File: src/rtl/irq_arbiter.sv
// 16-source interrupt arbiter: edge capture into pending, masked highest-index
// selection, and a single-in-flight req/ack/done handshake with the CPU.
module irq_arbiter #(
    parameter logic [15:0] MASK_RST = 16'hFFFF
) (
    input  logic        clk,
    input  logic        rst_n,
    input  logic [15:0] irq_src,
    input  logic        mask_we,
    input  logic [15:0] mask_wdata,
    output logic [15:0] mask_q,
    output logic [15:0] pending_q,
    output logic        irq_req,
    output logic [3:0]  irq_id,
    input  logic        irq_ack,
    input  logic        irq_done,
    output logic        in_service
);

    localparam int unsigned N_SRC = 16;
    localparam int unsigned ID_W  = 4;

    typedef enum logic [1:0] {
        IDLE    = 2'd0,
        REQ     = 2'd1,
        SERVICE = 2'd2
    } state_t;

    state_t            state_q;
    state_t            state_d;
    logic [N_SRC-1:0]  src_d;
    logic [N_SRC-1:0]  rise;
    logic [N_SRC-1:0]  elig;
    logic [N_SRC-1:0]  clr;
    logic [N_SRC-1:0]  pending_d;
    logic [N_SRC-1:0]  mask_d;
    logic [ID_W-1:0]   sel;
    logic              req_d;
    logic [ID_W-1:0]   id_d;
    logic              svc_d;

    assign rise = irq_src & ~src_d;
    assign elig = pending_q & ~mask_q;

    // Highest set index wins; later iterations overwrite lower ones.
    always_comb begin
        sel = '0;
        for (int i = 0; i < N_SRC; i++) begin
            if (elig[i]) begin
                sel = ID_W'(i);
            end
        end
    end

    // Next-state and registered-output values.
    always_comb begin
        state_d = state_q;
        req_d   = irq_req;
        id_d    = irq_id;
        svc_d   = in_service;
        clr     = '0;
        case (state_q)
            IDLE: begin
                if (elig != '0) begin
                    state_d = REQ;
                    req_d   = 1'b1;
                    id_d    = sel;
                end
            end
            REQ: begin
                if (irq_ack) begin
                    state_d = SERVICE;
                    req_d   = 1'b0;
                    svc_d   = 1'b1;
                    clr     = N_SRC'(1) << irq_id;
                end else if (mask_q[irq_id]) begin
                    state_d = IDLE;
                    req_d   = 1'b0;
                end
            end
            SERVICE: begin
                if (irq_done) begin
                    state_d = IDLE;
                    svc_d   = 1'b0;
                end
            end
            default: begin
                state_d = IDLE;
                req_d   = 1'b0;
                svc_d   = 1'b0;
            end
        endcase
    end

    // A fresh edge on the bit being acknowledged survives the clear.
    assign pending_d = (pending_q & ~clr) | rise;
    assign mask_d    = mask_we ? mask_wdata : mask_q;

    always_ff @(posedge clk or negedge rst_n) begin
        if (!rst_n) begin
            state_q    <= IDLE;
            src_d      <= '0;
            pending_q  <= '0;
            mask_q     <= MASK_RST;
            irq_req    <= 1'b0;
            irq_id     <= '0;
            in_service <= 1'b0;
        end else begin
            state_q    <= state_d;
            src_d      <= irq_src;
            pending_q  <= pending_d;
            mask_q     <= mask_d;
            irq_req    <= req_d;
            irq_id     <= id_d;
            in_service <= svc_d;
        end
    end

endmodule

File: config.mk
export PLATFORM = sky130hd
export DESIGN_NAME = irq_arbiter
export DESIGN_NICKNAME = d
export VERILOG_FILES = /design/src/rtl/irq_arbiter.sv
export SDC_FILE = /design/constraint.sdc
export NUM_CORES = 1
export LEC_CHECK = 0
export BUFFER_PORTS_ARGS = -buffer_cell sky130_fd_sc_hd__buf_2
export CAP_MARGIN = 30
export CORE_MARGIN = 5
export CORE_UTILIZATION = 40
export DETAILED_ROUTE_END_ITERATION = 12
export HOLD_SLACK_MARGIN = 0.03
export PLACE_DENSITY = 0.7
export SLEW_MARGIN = 0
export SYNTH_ARGS = -nofsm -noshare
export SYNTH_HDL_FRONTEND = slang
export SYNTH_SLANG_ARGS = --single-unit
File: constraint.sdc
create_clock -name clk -period 5.7 [get_ports clk]
set_clock_uncertainty 0.1 [all_clocks]
set_input_delay 0.57 -clock clk [delete_from_list [all_inputs] [get_ports clk]]
set_output_delay 0.57 -clock clk [all_outputs]
set_load 0.1 [all_outputs]
==> results_dict.tcl <==
set metrics [dict create \
    cts_root_buf "clkbuf_8" \
    highest_layer "met4" \
    wl_met2_mm 2.753 \
    cts_max_level 2 \
    setup-tns-final_ns 0 \
    ant_nets 0 \
    status "completed" \
    nets 321 \
    worstSetupEndpointType "flip-flop" \
    antenna-diode-count 0 \
    cp_max_fo 4 \
    setup_violations 0 \
    avgViaCountPerCell 5.053 \
    synth_cell_types 31 \
    io_buffer_count 74 \
    met1_length_mm 2.503 \
    holdWs_ns 0.2715 \
    dieHeight_um 87.82 \
    start_kind "flip-flop" \
    grt-ovfl-total 0 \
    die_area_um2 7712 \
    post_cts_resized 0 \
    initial_core_util 0.4091 \
    antenna_found_initial 0 \
    drc 0 \
    vdd_drop_max_mv 0.2938 \
    track_usage 0.1513 \
    clk_path_buf_depth 2 \
    die_w_um 87.82 \
    ioPinCount 75 \
    cts_hold_buffers 0 \
    cts.sinks 56 \
    clk-insertion-delay-late_ns 0.30 \
    cts_buffers 5 \
    leakage_nw 1.293 \
    ys_seq_elements 56 \
    netlist_area_um2 2422 \
    rows 28 \
    ys_seq_area_frac 0.5868 \
    ff2ff_setup_slack_ns 3.56 \
    worst_pin_slew_ns 0.6817 \
    num_vias 1819 \
    drt-pass1-iter-count 4 \
    cp_data_required_time_ns 5.79 \
    rr_startpoint "mask_q[2]" \
    grt_start_max_net_pins 57 \
    power_density_nw_per_um2 476.1 \
    synth_top_area_share 0.4132 \
    clk_pin_slew_worst_paths_ns 0.10 \
    yosysWarnings 0 \
    min-delay-path-class "in2async" \
    grt_pass1_vias 1843 \
    synth_area_leaders "dfrtp_1, dfstp_2, mux2_2, o21ai_0, mux4_1" \
    area_growth_pct 22.16 \
    slew_violations 0 \
    synth-edff-count 0 \
    timing.final.crit_share 0.3752 \
    crit_type "reg2reg" \
    fmax_mhz 467.6 \
    synthTopCellsByCount "dfrtp_1, o21ai_0, inv_1, mux2_2" \
    finalCriticalPeriod_ns 2.139 \
    relSlewSlack 0.5455 \
    core_um2 5921 \
    synth_nets 244 \
    synthFlopType "dfrtp_1" \
    synth_top_area_cell "dfrtp_1" \
    maxCapViolCount 0 \
    async_flop_share 1.000 \
    critPathLaunch "mask_q[2]" \
    drt_iter0_drc 97 \
    wire_per_inst_um 15.63 \
    hold_violations 0 \
    cts_tree "yes" \
    drive_gt1_frac 0.4246 \
    synth_area_per_cell_um2 11.70 \
    synth_cells 207 \
    hpwl_mm 4.393 \
    place_congestion 0.7986 \
    worstPathArrival_ns 2.23 \
    rsz0062_at_grt "false" \
    synth_most_common_cell "dfrtp_1" \
    wl_mm 5.625 \
    grt_pass1_wl_mm 9.039 \
    dr_wl_met3_um 348 \
    cts_setup_buffers 0 \
]
-- worst max-delay path, cell delays in order (launching register included) --
cell	delay [ns]
dfstp_2	0.57
nor2b_1	0.07
a2111oi_0	0.54
nand4_1	0.20
nand2_1	0.20
mux2_2	0.36
-- metrics by stage --
stage          cell area [um2]  power (mW)  instances  utilization  worst slack (ns)
4_1_cts                   2959       1.422        360       0.4998             3.528
6_report                  2959       1.409        360       0.4998             3.561
2_1_floorplan             2422       1.071        207            -             3.193
5_1_grt                   2959       1.476        360       0.4998             3.437
3_5_place_dp              2868       1.203        352       0.4844             3.541
3_3_place_gp              2868       1.195        352       0.4844             3.624
-- registers in the layout, indices dropped and copies added (netlist names) --
register	count
irq_id	4
mask_q	16
in_service	1
pending_q	16
irq_req	1
src_d	16
state_q	2
-- report_power, final --
part | total (mW) | leakage, nW | switching [mW] | internal, mW
registers | 0.547 | 0.588 | 0.0800 | 0.467
clock network | 0.217 | 0.0485 | 0.129 | 0.0883
logic | 0.644 | 0.656 | 0.497 | 0.147
total | 1.41 | 1.29 | 0.706 | 0.703
-- layout make-up --
cell class	count	area, um2
fillers	554	2962
flip-flops and latches	56	1421
multi-input cells	126	899.6
repair buffers	75	377.9
well taps	75	93.84
inverters	20	75.07
clock buffers	5	68.82
clock inverters	3	22.52
-- final timing paths --
path                       cells past startpoint             to
setup reg to reg                               5      irq_id[2]
hold / removal                                 2   pending_q[1]
min in group clk                               1       src_d[3]
max in group asynchronous                      2  pending_q[10]
setup / recovery                               5      irq_id[2]
hold reg to reg                                1   pending_q[7]
-- layout by cell type (no fill, tap or decap), types with 2 or more instances in the layout --
cell type	count
a21oi_1	4
a31oi_1	3
buf_2	74
clkbuf_8	5
dfrtp_1	40
dfstp_2	16
inv_1	20
mux2_2	19
mux4_1	4
nand2_1	9
nand2b_1	4
nand3b_1	2
nor2_1	7
nor2b_1	16
nor4_1	5
o21ai_0	36
o31ai_1	3
-- routing by layer --
layer | vias to the layer above | GRT usage
li1 | 872 | -
met2 | 54 | 0.2500
met5 | - | 0
met1 | 891 | 0.2029
met3 | 2 | 0.03951
met4 | 0 | 0.02929
-- cell families after synthesis --
family	after synthesis	share of synthesized area
AOI/OAI and AO/OA	50	0.1136
buffers and inverters	25	0.04184
DFF	56	0.5868
muxes	24	0.1358
and+or+nand+nor	52	0.1219
(Power assumes the default switching activity.)
